`src/rtl/uart_tx_mmio_if.sv`:
```
// Bus bundle between the core's store/load path and the UART TX peripheral.
interface uart_tx_mmio_if;
  logic [3:0]  bus_addr;
  logic        bus_wen;
  logic        bus_ren;
  logic [31:0] bus_wdata;
  logic [31:0] bus_rdata;

  modport master (
    output bus_addr,
    output bus_wen,
    output bus_ren,
    output bus_wdata,
    input  bus_rdata
  );

  modport slave (
    input  bus_addr,
    input  bus_wen,
    input  bus_ren,
    input  bus_wdata,
    output bus_rdata
  );
endinterface

```
`src/rtl/uart_tx_mmio.sv`:
```
// Memory-mapped 8N1 UART transmitter: TXDATA stores feed a small FIFO that a
// serialiser drains onto the tx pin; STATUS exposes busy/full/empty/overflow.
module uart_tx_mmio #(
  parameter int unsigned CLOCK_FREQ = 100_000_000,
  parameter int unsigned BAUD_RATE  = 115200,
  parameter int unsigned FIFO_DEPTH = 8
) (
  input  logic                 clk,
  input  logic                 rst,
  uart_tx_mmio_if.slave        bus,
  output logic                 tx,
  output logic                 tx_busy
);

  localparam int unsigned CLKS_PER_BIT = CLOCK_FREQ / BAUD_RATE;
  localparam int unsigned CntW = (CLKS_PER_BIT > 1) ? $clog2(CLKS_PER_BIT) : 1;
  localparam int unsigned AW   = $clog2(FIFO_DEPTH);

  localparam logic [CntW-1:0] CntMax   = CntW'(CLKS_PER_BIT - 1);
  localparam logic [CntW-1:0] CntOne   = CntW'(1);
  localparam logic [AW:0]     CountMax = (AW + 1)'(FIFO_DEPTH);
  localparam logic [AW:0]     CountOne = (AW + 1)'(1);
  localparam logic [AW-1:0]   PtrOne   = AW'(1);

  localparam logic [3:0] AddrTxData = 4'h0;
  localparam logic [3:0] AddrStatus = 4'h4;

  typedef enum logic [1:0] {StIdle, StStart, StData, StStop} state_e;

  state_e          state_q;
  logic [CntW-1:0] baud_q;
  logic [2:0]      bit_q;
  logic [7:0]      shift_q;
  logic            tx_q;

  logic [7:0]      mem_q [FIFO_DEPTH];
  logic [AW-1:0]   wr_ptr_q, wr_ptr_d;
  logic [AW-1:0]   rd_ptr_q, rd_ptr_d;
  logic [AW:0]     count_q, count_d;
  logic            overflow_q, overflow_d;
  logic [31:0]     rdata_q, rdata_d;

  logic            fifo_empty, fifo_full;
  logic            wr_txdata, wr_status;
  logic            push, pop;
  logic [31:0]     status;
  logic            unused_wdata;

  assign unused_wdata = ^bus.bus_wdata[31:8];

  assign fifo_empty = (count_q == '0);
  assign fifo_full  = (count_q == CountMax);
  assign wr_txdata  = bus.bus_wen && (bus.bus_addr == AddrTxData);
  assign wr_status  = bus.bus_wen && (bus.bus_addr == AddrStatus);
  // Full is judged on the pre-edge count, so a same-cycle pop cannot make room.
  assign push       = wr_txdata && !fifo_full;
  assign pop        = (state_q == StIdle) && !fifo_empty;
  assign tx_busy    = (state_q != StIdle) || !fifo_empty;
  assign status     = {28'b0, overflow_q, fifo_empty, fifo_full, tx_busy};

  assign tx            = tx_q;
  assign bus.bus_rdata = rdata_q;

  // FIFO pointer/count, sticky overflow and read-data next state.
  always_comb begin
    wr_ptr_d   = wr_ptr_q;
    rd_ptr_d   = rd_ptr_q;
    count_d    = count_q;
    overflow_d = overflow_q;
    rdata_d    = rdata_q;
    if (push) wr_ptr_d = wr_ptr_q + PtrOne;
    if (pop)  rd_ptr_d = rd_ptr_q + PtrOne;
    case ({push, pop})
      2'b10:   count_d = count_q + CountOne;
      2'b01:   count_d = count_q - CountOne;
      default: count_d = count_q;
    endcase
    if (wr_txdata && fifo_full) overflow_d = 1'b1;
    if (wr_status)              overflow_d = 1'b0;
    if (bus.bus_ren) rdata_d = (bus.bus_addr == AddrStatus) ? status : 32'h0;
  end

  // Control/status registers.
  always_ff @(posedge clk or posedge rst) begin
    if (rst) begin
      wr_ptr_q   <= '0;
      rd_ptr_q   <= '0;
      count_q    <= '0;
      overflow_q <= 1'b0;
      rdata_q    <= '0;
    end else begin
      wr_ptr_q   <= wr_ptr_d;
      rd_ptr_q   <= rd_ptr_d;
      count_q    <= count_d;
      overflow_q <= overflow_d;
      rdata_q    <= rdata_d;
    end
  end

  // FIFO storage; contents are don't-care until written, so no reset.
  always_ff @(posedge clk) begin
    if (push) mem_q[wr_ptr_q] <= bus.bus_wdata[7:0];
  end

  // Serialiser FSM; tx is registered from the current state, so the line lags
  // the state by one cycle and never glitches.
  always_ff @(posedge clk or posedge rst) begin
    if (rst) begin
      state_q <= StIdle;
      baud_q  <= '0;
      bit_q   <= '0;
      shift_q <= '0;
      tx_q    <= 1'b1;
    end else begin
      unique case (state_q)
        StIdle: begin
          tx_q   <= 1'b1;
          baud_q <= '0;
          if (!fifo_empty) begin
            shift_q <= mem_q[rd_ptr_q];
            state_q <= StStart;
          end
        end
        StStart: begin
          tx_q <= 1'b0;
          if (baud_q == CntMax) begin
            baud_q  <= '0;
            bit_q   <= '0;
            state_q <= StData;
          end else begin
            baud_q <= baud_q + CntOne;
          end
        end
        StData: begin
          tx_q <= shift_q[0];
          if (baud_q == CntMax) begin
            baud_q  <= '0;
            shift_q <= {1'b0, shift_q[7:1]};
            if (bit_q == 3'd7) state_q <= StStop;
            else               bit_q   <= bit_q + 3'd1;
          end else begin
            baud_q <= baud_q + CntOne;
          end
        end
        StStop: begin
          tx_q <= 1'b1;
          if (baud_q == CntMax) begin
            baud_q  <= '0;
            state_q <= StIdle;
          end else begin
            baud_q <= baud_q + CntOne;
          end
        end
        default: state_q <= StIdle;
      endcase
    end
  end

endmodule
```
`src/flat_wrapper.sv`:
```
// flat-port wrapper written by rule: the top's interface ports become plain ports
module uart_tx_mmio_flat 
#(
  parameter int unsigned CLOCK_FREQ = 100_000_000,
  parameter int unsigned BAUD_RATE  = 115200,
  parameter int unsigned FIFO_DEPTH = 8
)
  (clk, rst, tx, tx_busy, bus_bus_addr, bus_bus_wen, bus_bus_ren, bus_bus_wdata, bus_bus_rdata);
  uart_tx_mmio_if bus_i ();
  input  logic clk;
  input  logic rst;
  output logic tx;
  output logic tx_busy;
  input wire logic [$bits(bus_i.bus_addr)-1:0] bus_bus_addr;
  input wire logic [$bits(bus_i.bus_wen)-1:0] bus_bus_wen;
  input wire logic [$bits(bus_i.bus_ren)-1:0] bus_bus_ren;
  input wire logic [$bits(bus_i.bus_wdata)-1:0] bus_bus_wdata;
  output wire logic [$bits(bus_i.bus_rdata)-1:0] bus_bus_rdata;
  assign bus_i.bus_addr = bus_bus_addr;
  assign bus_i.bus_wen = bus_bus_wen;
  assign bus_i.bus_ren = bus_bus_ren;
  assign bus_i.bus_wdata = bus_bus_wdata;
  assign bus_bus_rdata = bus_i.bus_rdata;
  uart_tx_mmio #(.CLOCK_FREQ(CLOCK_FREQ), .BAUD_RATE(BAUD_RATE), .FIFO_DEPTH(FIFO_DEPTH)) u_core (.clk(clk), .rst(rst), .bus(bus_i), .tx(tx), .tx_busy(tx_busy));
endmodule
```
`config.mk`:
```
export PLATFORM = sky130hd
export DESIGN_NAME = uart_tx_mmio_flat
export DESIGN_NICKNAME = d
export VERILOG_FILES = /design/src/rtl/uart_tx_mmio_if.sv /design/src/rtl/uart_tx_mmio.sv /design/src/flat_wrapper.sv
export SDC_FILE = /design/constraint.sdc
export NUM_CORES = 1
export LEC_CHECK = 0
export ABC_AREA = 1
export CAP_MARGIN = 20
export CORE_ASPECT_RATIO = 0.9
export CORE_UTILIZATION = 50
export CTS_CLUSTER_SIZE = 28
export DETAILED_ROUTE_END_ITERATION = 10
export GPL_ROUTABILITY_DRIVEN = 0
export PLACE_DENSITY = 0.73
export SETUP_SLACK_MARGIN = 0.5
export SLEW_MARGIN = 5
export SYNTH_ARGS = -nofsm -noshare
export SYNTH_HDL_FRONTEND = slang
export SYNTH_SLANG_ARGS = --single-unit
```
`constraint.sdc`:
```
create_clock -name clk -period 2.35 [get_ports clk]
set_clock_uncertainty 0.1 [all_clocks]
set_input_delay 0.47 -clock clk [delete_from_list [all_inputs] [get_ports clk]]
set_output_delay 0.47 -clock clk [all_outputs]
set_load 0.05 [all_outputs]
```
# [After elaboration in Yosys (flattened, before gate mapping)]
# Memory sizes are Yosys's and may differ from the RTL's.
# Index checks and enable logic that the tools add are counted.
[classes] addsub=6 eq_ne=15 muxes=22 reduce_logical=21
[op_table] cell="$pmux 10 s2" n=1
[op_table] cell="$mux 8" n=2
[op_table] cell="$pmux 8 s2" n=1
[op_table] cell="$add 10x1->10 const B" n=1
[op_table] cell="$eq 10x10->1 const B" n=1
[op_table] cell="$mux 10" n=1
[op_table] cell="$mux 2" n=5
[op_table] cell="$reduce_bool 2->1" n=5
[op_table] cell="$add 3x1->3 const B" n=3
[op_table] cell="$mux 3" n=3
[op_table] cell="$logic_not 4->1" n=2
[op_table] cell="$ne 2x1->1 const B" n=4
[op_table] cell="$pmux 2 s4" n=1
[op_table] cell="$pmux 4 s2" n=1
[op_table] cell="$eq 2x2->1 const B" n=3
[op_table] cell="$pmux 3 s2" n=1
[op_table] cell="$logic_and 1x1->1" n=5
[op_table] cell="$reduce_and 5->1" n=1
[op_table] cell="$add 4x1->4 const B" n=1
[op_table] cell="$eq 2x1->1 const B" n=2
[op_table] cell="$eq 4x3->1 const B" n=1
[op_table] cell="$eq 4x4->1 const B" n=1
[op_table] cell="$mux 1" n=4
[op_table] cell="$mux 4" n=1
[op_table] cell="other kinds (11)" n=13
[totals] regBits=67 ramBits=64 inputBits=40 out_inout_bits=34 word_cells=75 n_memories=1
[mem_list] memory="u_core.mem_q" words=8 word_bits=8 rd=1 rd_ports_with_merged_regs=0 write_ports=1 line_no="uart_tx_mmio.sv:36" rtl="logic [7:0] mem_q [FIFO_DEPTH];"

# [Longest topological paths before layout]
# Gate-level depths: netlist (run 1).
[logic_depth] ltp_word=5 ltp_mapped=13 depth_no_buf=13

# [Worst setup path before layout (run 1)]
# OpenSTA, ideal clock, no wires.
[synth_timing] path_kind="register to register" from="reg u_core.state_q[0]" to="reg u_core.count_q[2]" setup_ns=0.127 arrival_time_ns=1.813 required_ns=2.123 setup_slack_ns=0.309 path_stages_with_launch=11 period_less_slack_ns=2.041 path_cell_list="dfrtp_1 > inv_1 > ha_1 > nand2_1 > inv_1 > ha_1 > xor2_1 > ha_1 > a21oi_1 > xor2_1 > o21ai_0"
[synth_between] elab_chain_cells=4 elab_cells_between_ends=6 classes_between="eq/ne: 2; mux: 1; reduce/logical: 3"
[synth_rtl] item="start: declaration" line_no="uart_tx_mmio.sv:30" rtl="state_e state_q;"
[synth_rtl] item="start signal: assignment" line_no="uart_tx_mmio.sv:109" rtl="state_q <= StIdle;"
[synth_rtl] item="start signal: assignment" line_no="uart_tx_mmio.sv:121" rtl="state_q <= StStart;"
[synth_rtl] item="start signal: assignment" line_no="uart_tx_mmio.sv:129" rtl="state_q <= StData;"
[synth_rtl] item="$logic_not 2->1 (*)" line_no="uart_tx_mmio.sv:57" rtl="assign pop = (state_q == StIdle) && !fifo_empty;"
[synth_rtl] item="$logic_and 1x1->1 (*)" line_no="uart_tx_mmio.sv:57"
[synth_rtl] item="named net u_core.pop" line_no="uart_tx_mmio.sv:45" rtl="logic push, pop;"
[synth_rtl] item="$eq 2x1->1 / $eq 2x2->1 (equally long branches)" line_no="uart_tx_mmio.sv:73" rtl="case ({push, pop})"
[synth_rtl] item="$pmux 4 s2 / $reduce_bool 2->1 (equally long branches)"
[synth_rtl] item="end signal: assignment" line_no="uart_tx_mmio.sv:94" rtl="count_q <= count_d;"
[synth_rtl] item="end: declaration" line_no="uart_tx_mmio.sv:39" rtl="logic [AW:0] count_q, count_d;"
# Mark *: on every way through the listed nets, which the timed path passes. The rest lies on a longest branch.
# A chain may end at the register's enable or synchronous reset.

# [Worst setup path in the final report (run 1)]
[layout_timing] from="reg u_core.state_q[1]" to="out tx_busy"
[layout_between] elab_chain_cells=2
[layout_rtl] item="$reduce_bool 2->1" line_no="uart_tx_mmio.sv:58" rtl="assign tx_busy = (state_q != StIdle) || !fifo_empty;"
[layout_rtl] item="$logic_or 1x1->1" line_no="uart_tx_mmio.sv:58"
[layout_rtl] item="end: declaration" line_no="flat_wrapper.sv:13" rtl="output logic tx_busy;"
# No other way between the ends.

==> flow_summary.json, run 1 <==
{
  "cts.clk_slew.worst_paths_ps": 110,
  "critPathLaunchType": "flop",
  "crit_fanout": 4,
  "path_buf_inv": 4,
  "die_w_um": 107,
  "antenna_found_initial": 0,
  "drive_gt1_frac": 0.248,
  "antenna_cells": 0,
  "setup_violations": 0,
  "power-per-cell-area_mw_per_mm2": 641,
  "clockBufferDepth": 2,
  "numClockSinks": 103,
  "multi_input_comb_area_mm2": 0.00193,
  "dp_hpwl_um": 6040,
  "synthArstFlopShare": 0.379,
  "synth_edf_count": 64,
  "cts_hold_buffers": 0,
  "worstSetupEndpointType": "primary output",
  "critPathArrivalTime_ps": 1450,
  "hold_slack_ps": 319,
  "synth_cell_type_count": 39,
  "drv_cap": 0,
  "power.share.clock": 0.291,
  "coreArea_mm2": 0.00970,
  "vias": 3467,
  "critical_path_required_ps": 1780,
  "area_delta_synth_final_pct": 18.8,
  "clock_latency_ps": 380,
  "hp-class": "in -> reg",
  "final_cell_mix": "nand2_1, edfxtp_1, nand3_1",
  "drv_slew": 0,
  "final_common_cell": "nand2_1",
  "port_buffers": 21,
  "cts_inserted_buffers": 9,
  "htreeDepth": 3,
  "peakVddDrop_mv": 0.474,
  "grt_use_total": 0.204,
  "max_slew_margin": 0.664,
  "crit_slowest_cell": "dfrtp_1",
  "drt-vias-per-instance": 5.00,
  "grt_max_degree": 40,
  "post-route-period-util": 0.858,
  "tightestPinTransition_ps": 504,
  "rsz0062_at_grt": "true",
  "fillCellCount": 751,
  "power_switching_uw": 1160,
  "intPower_uw": 2640,
  "max_freq_mhz": 496,
  "routedWlPerCell_um": 14.6,
  "drtIter0Drc": 292,
  "fin_setup_tns_ps": 0,
  "syn_area_mm2": 0.00499,
  "ant_nets": 0,
  "finalHoldViolCount": 0,
  "postSynthAreaPerCell_um2": 10.0,
  "die_h_um": 96.8,
  "p_comb_frac": 0.172,
  "cpPeakStageDelay_ps": 420,
  "drt_drc_violations_left": 0,
  "path_delay_family": "flip-flops",
  "grt_pass1_wl_um": 16100,
  "die_area_mm2": 0.0104,
  "root_buffer": "clkbuf_8",
  "drt_wl_total_um": 10100,
  "fin_nets": 617,
  "first_pass_iters": 4,
  "grt_overflow": 0,
  "timing.critical_path.mode_cell": "inv_2",
  "seqCellArea_mm2": 0.00290,
  "layout_min_cycle_time_ps": 2020,
  "cts_tree": "done",
  "crit_chain": "inv_2 -> ha_4 -> inv_2 -> nor2_4 -> inv_2 -> buf_6",
  "fp-row-count": 34,
  "yosysSeqAreaShare": 0.581,
  "switching_share": 0.306,
  "yosysWarnings": 0,
  "ys_seq_elements": 103,
  "synth-main-ff-cell": "edfxtp_1",
  "p_seq_frac": 0.537,
  "p_leak_uw": 0.00252,
  "io_pins": 74,
  "start_util": 0.515,
  "critical_path_class": "reg -> out",
  "grt_pass1_vias": 3390,
  "syn_inst": 497,
  "status": "completed"
}
final cells by class:
cell class | instances | area share
sequential | 103 | 0.489
multi-input combinational | 344 | 0.325
timing repair buffer | 69 | 0.0990
tap | 126 | 0.0266
inverter | 36 | 0.0249
clock buffer | 9 | 0.0209
clock inverter | 7 | 0.0143
power by group through the flow:
stage | sequential, uW | combinational (uW) | clock [uW]
final | 2040 | 654 | 1100
after global routing | 2050 | 693 | 1200
after CTS | 2030 | 504 | 1120
after detailed placement | 2080 | 371 | 0
after global placement | 2080 | 354 | 0
after floorplan | 2070 | 307 | 0
stage by stage:
stage | power [uW] | util | instances | area, um^2 | setup slack [ps]
after floorplan | 2380 | - | 524 | 5120 | 417
after global placement | 2430 | 0.552 | 653 | 5360 | -87.6
after detailed placement | 2450 | 0.552 | 653 | 5360 | -150
after CTS | 3660 | 0.595 | 684 | 5780 | 263
after global routing | 3940 | 0.611 | 694 | 5930 | 262
final | 3800 | 0.611 | 694 | 5930 | 334
sequential cells by signal, summed over array words and instances (netlist names):
signal and flops:
u_core.mem_q 64, u_core.baud_q 10, u_core.shift_q 8, u_core.bus.bus_rdata 4
u_core.count_q 4, u_core.bit_q 3, u_core.rd_ptr_q 3, u_core.wr_ptr_q 3
u_core.state_q 2, u_core.overflow_q 1, u_core.tx 1
synthesized netlist by cell type (2+ instances only):
cell      number  share of area
buf_4         31          0.047
o21ai_1        7         0.0070
inv_2          7         0.0053
ha_1          14          0.035
buf_2          3         0.0030
nor2_4         3         0.0068
o21ai_0        8         0.0080
nand4_1        2         0.0025
nand2_2        5         0.0063
inv_1         27          0.020
nor2_1        21          0.016
nor2_2         9          0.011
xor2_1         7          0.012
a21oi_1        7         0.0070
o22ai_1        3         0.0038
nor3_2         2         0.0040
edfxtp_1      64           0.39
buf_6          7          0.016
nor3b_1        2         0.0030
dfrtp_1       38           0.19
or2_2          2         0.0025
nand2_4        2         0.0045
nand3_1       54          0.054
nand2_1      157           0.12
final timing paths:
check                                      to  cells past startpoint  slack (ps)         startpoint
min in group asynchronous  u_core.wr_ptr_q[0]                      3         390                rst
min reg2reg                  u_core.baud_q[0]                      1         360   u_core.baud_q[0]
max in group asynchronous           u_core.tx                      3        1370                rst
min                         u_core.overflow_q                      2         320        bus_bus_wen
max reg2reg                 u_core.count_q[2]                     10         360  u_core.count_q[0]
max                                   tx_busy                      6         330  u_core.state_q[1]
metal layers:
| metal | GRT usage | vias up | wire length [um] |
|---|---|---|---|
| li1 | - | 1707 | - |
| met1 | 0.268 | 1639 | 4310 |
| met2 | 0.323 | 106 | 5110 |
| met3 | 0.0472 | 15 | 529 |
| met4 | 0.0917 | 0 | 159 |
| met5 | 0 | - | 0 |
kinds of logic after synthesis:
family | synth area share
buffers and inverters | 0.0930
and+or+nand+nor | 0.242
xor gates and xnor gates | 0.0140
AOI/OAI and AO/OA | 0.0338
other | 0.000751
adders and majority gates | 0.0351
DFF | 0.581
repair_timing:
item | 4_1_cts | 5_1_grt
setup buffers | 15 | 10
setup endpoints to repair | 73 | 76
resized for setup | 48 | 34
pin swaps | 13 | 12
(Power assumes the default switching activity.)
==> run 2: changes to the inputs <==
- CAP_MARGIN: 20 -> 5
- clock period: 2.35 -> 2.6 ns (I/O delays scaled with it)
==> run 2 against run 1 <==
Net effect:
- global-route usage shrank 0.26 points
- design area down 2.8%
- utilization is 1.7 points lower
- flip-flop and latch count unchanged
- register-to-register slack better by 130 ps
- non-clock buffer count shrank 11
- worst setup slack better by 160 ps
- sequential share of layout area rose by 1.4 points
- routed wire length decreased by 4.6%
- critical endpoint is now u_core.count_q[2]
==> flow_summary.json, run 2 (same netlist as run 1, synthesis figures left out) <==
{
  "status": "completed",
  "hp-start": "u_core.baud_q[0]",
  "tightestPinTransition_ps": 512,
  "power-per-cell-area_mw_per_mm2": 577,
  "holdPathStages": 1,
  "fin_setup_tns_ps": 0,
  "place_ws_ps": 9.91,
  "root_buffer": "clkbuf_8",
  "ant_nets": 0,
  "p_comb_frac": 0.125,
  "die_h_um": 96.8,
  "grt_pass1_vias": 3311,
  "io_pins": 74,
  "power.share.clock": 0.319,
  "cts_hold_buffers": 0,
  "timing.rr.end": "u_core.count_q[2]",
  "setup_slack_ps": 490,
  "grt_pass1_wl_um": 16000,
  "cts_tree": "done",
  "p_seq_frac": 0.557,
  "clockBufferDepth": 2,
  "intPower_uw": 2410,
  "drt_drc_violations_left": 0,
  "start_util": 0.515,
  "critPathArrivalTime_ps": 2270,
  "critical_path_required_ps": 2760,
  "peakVddDrop_mv": 0.384,
  "final_cell_mix": "nand2_1, edfxtp_1, nand3_1",
  "drtIter0Drc": 194,
  "power_switching_uw": 916,
  "crit_fanout": 5,
  "layout_min_cycle_time_ps": 2110,
  "drive_gt1_frac": 0.199,
  "setup_violations": 0,
  "die_w_um": 107,
  "die_area_mm2": 0.0104,
  "numClockSinks": 103,
  "vias": 3488,
  "worstSetupEndpointType": "flop",
  "post-route-period-util": 0.812,
  "grt_overflow": 0,
  "grt_max_degree": 40,
  "largest_reg_flops": 64,
  "critPathLaunchType": "flop",
  "area_delta_synth_final_pct": 15.4,
  "coreArea_mm2": 0.00970,
  "routedWlPerCell_um": 14.1,
  "antenna_cells": 0,
  "hp-class": "reg -> reg",
  "drt_wl_total_um": 9640,
  "cts_inserted_buffers": 9,
  "grt_use_total": 0.201,
  "first_pass_iters": 5,
  "fp-row-count": 34,
  "fin_nets": 606,
  "htreeDepth": 3,
  "top_register": "u_core.mem_q",
  "drv_cap": 0,
  "worst_r2r_path_depth": 11,
  "final_common_cell": "nand2_1",
  "critical_path_class": "reg -> reg",
  "clock_latency_ps": 360,
  "fillCellCount": 776,
  "max_slew_margin": 0.659,
  "rsz0062_at_grt": "true",
  "switching_share": 0.275,
  "dp_hpwl_um": 6000,
  "max_freq_mhz": 474,
  "finalHoldViolCount": 0,
  "r2r-start": "u_core.state_q[1]",
  "ff2ff_setup_slack_ps": 490,
  "p_leak_uw": 0.00247,
  "drv_slew": 0,
  "cts.clk_slew.worst_paths_ps": 110,
  "antenna_found_initial": 0,
  "reg.largest.list": "u_core.mem_q (64), u_core.baud_q (10), u_core.shift_q (8)",
  "hold-path-endpoint": "u_core.baud_q[0]",
  "drt-vias-per-instance": 5.11,
  "port_buffers": 21
}
## run 2: cell count changes in the layout (fill, tap and decap cells not counted), moves of 2 or more
cell / change
buf_4: -12
clkbuf_2: -4
clkdlybuf4s15_1: -2
clkdlybuf4s50_1: +2
dlygate4sd2_1: +5
ha_1: +2
inv_1: +3
inv_2: -2
nand2_1: +3
nand2_4: -4
nand3_1: +2
nand3_4: -2
nor2_1: +3
nor2_4: -3
## run 2: final cells by class
cell class              instances  area, um^2  share of cell area
flip-flops and latches        103        2900               0.504
well taps                     126         158              0.0274
clock buffers                   9         124              0.0215
multi-input cells             344        1800               0.312
inverters                      36         143              0.0248
clock inverters                 7        98.8              0.0172
repair buffers                 58         536              0.0929
## run 2: worst max path at each step
stage,slack (ps),startpoint,to
after floorplan,560,u_core.state_q[0],u_core.count_q[2]
after CTS,300,u_core.state_q[0],tx_busy
after detailed placement,10,bus_bus_addr[1],u_core.count_q[2]
final,490,u_core.state_q[1],u_core.count_q[2]
after global placement,80,bus_bus_addr[1],u_core.count_q[2]
after global routing,440,u_core.state_q[1],tx_busy
## run 2: power groups by stage
stage          Sequential [uW]  Clock [uW]  Combinational [uW]
6_report                  1850        1060                 415
5_1_grt                   1860        1140                 450
4_1_cts                   1850        1090                 337
3_5_place_dp              1880           0                 320
3_3_place_gp              1870           0                 308
2_1_floorplan             1870           0                 269
## run 2: critical path: stages, from the launching register on
cell     delay [ps]
dfrtp_1         410
inv_2            90
ha_4            190
buf_4           130
nand2_2         100
inv_4            60
ha_4            170
xor2_2          160
ha_2            190
a21oi_2         120
xor2_1          190
o21ai_1          90
## run 2: per-stage QoR
stage	hold WS (ps)	util	power (uW)	instance area (um^2)	instances
floorplan	325	-	2140	5090	524
global placement	342	0.545	2180	5280	645
detailed placement	350	0.545	2200	5280	645
CTS	363	0.577	3270	5590	669
global route	390	0.594	3450	5760	683
finish	365	0.594	3330	5760	683
## run 2: metal layers
metal / wire length (um) / global-route usage / part of all wire / up-vias
met2: 4980 / 0.333 / 0.52 / 123
met3: 523 / 0.0350 / 0.054 / 18
met4: 159 / 0.0632 / 0.017 / 0
met1: 3980 / 0.270 / 0.41 / 1660
li1: - / - / - / 1687
met5: 0 / 0 / 0 / -
## run 2: what timing repair did
action                     4_1_cts  5_1_grt
setup endpoints to repair       12       48
cloned                           0        0
setup buffers                    8       14
gates resized for setup         21       21
pin swaps                        7        4
==> run 3: changes to the inputs <==
- clock period: 2.6 -> 2.15 ns (I/O delays scaled with it)
==> run 3 against run 2 <==
Net effect:
- critical path depth increased by 3
- global-route usage fell by 0.070 points
- via count up 3.6%
- flip-flop and latch count unchanged
- sequential share of layout area is 3.1 points lower
- critical endpoint is now u_core.count_q[3]
- highest routed layer unchanged
==> flow_summary.json, run 3 (same netlist as run 1, synthesis figures left out) <==
{
  "hp-start": "bus_bus_wen",
  "coreArea_mm2": 0.00970,
  "grt_use_total": 0.201,
  "setup_slack_ps": 78.2,
  "grt_pass1_wl_um": 15800,
  "intPower_uw": 3000,
  "port_buffers": 21,
  "dp_hpwl_um": 6120,
  "drt-vias-per-instance": 5.20,
  "p_leak_uw": 0.00257,
  "setup_violations": 0,
  "drv_cap": 0,
  "rsz0062_at_grt": "true",
  "grt_pass1_vias": 3312,
  "root_buffer": "clkbuf_8",
  "final_util": 0.633,
  "fin_setup_tns_ps": 0,
  "fp-row-count": 34,
  "area_delta_synth_final_pct": 23.0,
  "cts.clk_slew.worst_paths_ps": 130,
  "antenna_cells": 0,
  "die_area_mm2": 0.0104,
  "reg.largest.list": "u_core.mem_q (64), u_core.baud_q (10), u_core.shift_q (8)",
  "numClockSinks": 103,
  "die_w_um": 107,
  "top_register": "u_core.mem_q",
  "crit_fanout": 4,
  "final_common_cell": "nand2_1",
  "p_comb_frac": 0.184,
  "first_pass_iters": 4,
  "hold_slack_ps": 259,
  "drt_drc_violations_left": 0,
  "largest_reg_flops": 64,
  "place_ws_ps": -275,
  "drtIter0Drc": 201,
  "critPathLaunchType": "flop",
  "max_freq_mhz": 483,
  "cts_tree": "done",
  "grt_max_degree": 40,
  "status": "completed",
  "htreeDepth": 3,
  "critical_path_class": "reg -> reg",
  "clockBufferDepth": 2,
  "layoutNonFillerInstCount": 695,
  "finalHoldViolCount": 0,
  "r2r-start": "u_core.count_q[2]",
  "p_seq_frac": 0.515,
  "drive_gt1_frac": 0.271,
  "hp-class": "in -> reg",
  "fin_nets": 618,
  "vias": 3614,
  "cts_hold_buffers": 0,
  "die_h_um": 96.8,
  "post-route-period-util": 0.964,
  "power_switching_uw": 1350,
  "drt_wl_total_um": 10600,
  "critical_path_required_ps": 2330,
  "antenna_found_initial": 0,
  "cts_inserted_buffers": 9,
  "io_pins": 74,
  "ant_nets": 0,
  "switching_share": 0.310,
  "routedWlPerCell_um": 15.3,
  "drv_slew": 0,
  "power.share.clock": 0.301,
  "cp-startpoint": "u_core.count_q[2]",
  "fillCellCount": 739,
  "peakVddDrop_mv": 0.481,
  "critPathArrivalTime_ps": 2250,
  "worstSetupEndpointType": "flop",
  "placedCellCount": 643,
  "clock_latency_ps": 390,
  "grt_overflow": 0,
  "final_cell_mix": "nand2_1, edfxtp_1, nand3_1",
  "layout_min_cycle_time_ps": 2070,
  "power-per-cell-area_mw_per_mm2": 707,
  "start_util": 0.515
}
-- run 3: power groups by stage --
stage / Combinational, uW / Sequential (uW) / Clock [uW]
2_1_floorplan: 363 / 2270 / 0
3_3_place_gp: 444 / 2270 / 0
3_5_place_dp: 453 / 2270 / 0
4_1_cts: 547 / 2220 / 1330
5_1_grt: 857 / 2240 / 1400
6_report: 800 / 2230 / 1310
-- run 3: worst max-delay path, cell delays in order (launching register included) --
cell,delay [ps]
dfrtp_1,450
inv_2,130
nand3_2,120
buf_6,140
nand2_4,70
inv_6,50
ha_4,170
xor2_4,160
buf_4,140
buf_6,90
nand3_2,70
nand2_2,90
nand3_2,70
nand2_1,70
nand2_1,40
-- run 3: area by class of cell --
class                           count  area [um^2]  area share
Inverter                           36          164      0.0267
Clock buffer                        9          124      0.0202
Clock inverter                      7         98.8      0.0161
Sequential cell                   103         2900       0.473
Timing Repair Buffer               70          703       0.115
Tap cell                          126          158      0.0257
Multi-Input combinational cell    344         1990       0.324
-- run 3: worst paths after layout --
| path | slack [ps] | cells after the start | endpoint |
|---|---|---|---|
| max | 80 | 14 | u_core.count_q[3] |
| min | 260 | 2 | u_core.overflow_q |
| max reg2reg | 80 | 14 | u_core.count_q[3] |
| min reg2reg | 380 | 1 | u_core.baud_q[0] |
| max in group asynchronous | 1400 | 3 | u_core.tx |
| min in group asynchronous | 270 | 3 | u_core.wr_ptr_q[2] |
-- run 3: per-layer routing --
layer  up-vias  routed length (um)  global-route usage
met5         -                   0                   0
met4         0                 178              0.0801
met3        14                 682              0.0451
met2       154                5280               0.318
met1      1727                4480               0.268
li1       1719                   -                   -
-- run 3: per-stage QoR --
step                total power [uW]  instance area, um^2
CTS                             4100                 5780
finish                          4340                 6140
global placement                2720                 5340
global route                    4500                 6140
detailed placement              2730                 5340
floorplan                       2630                 5180
-- run 3: what timing repair did --
| item | CTS | global route |
|---|---|---|
| setup endpoints to repair | 85 | 85 |
| gates resized for setup | 44 | 60 |
| buffers inserted | 17 | 19 |
| pin swaps | 8 | 27 |
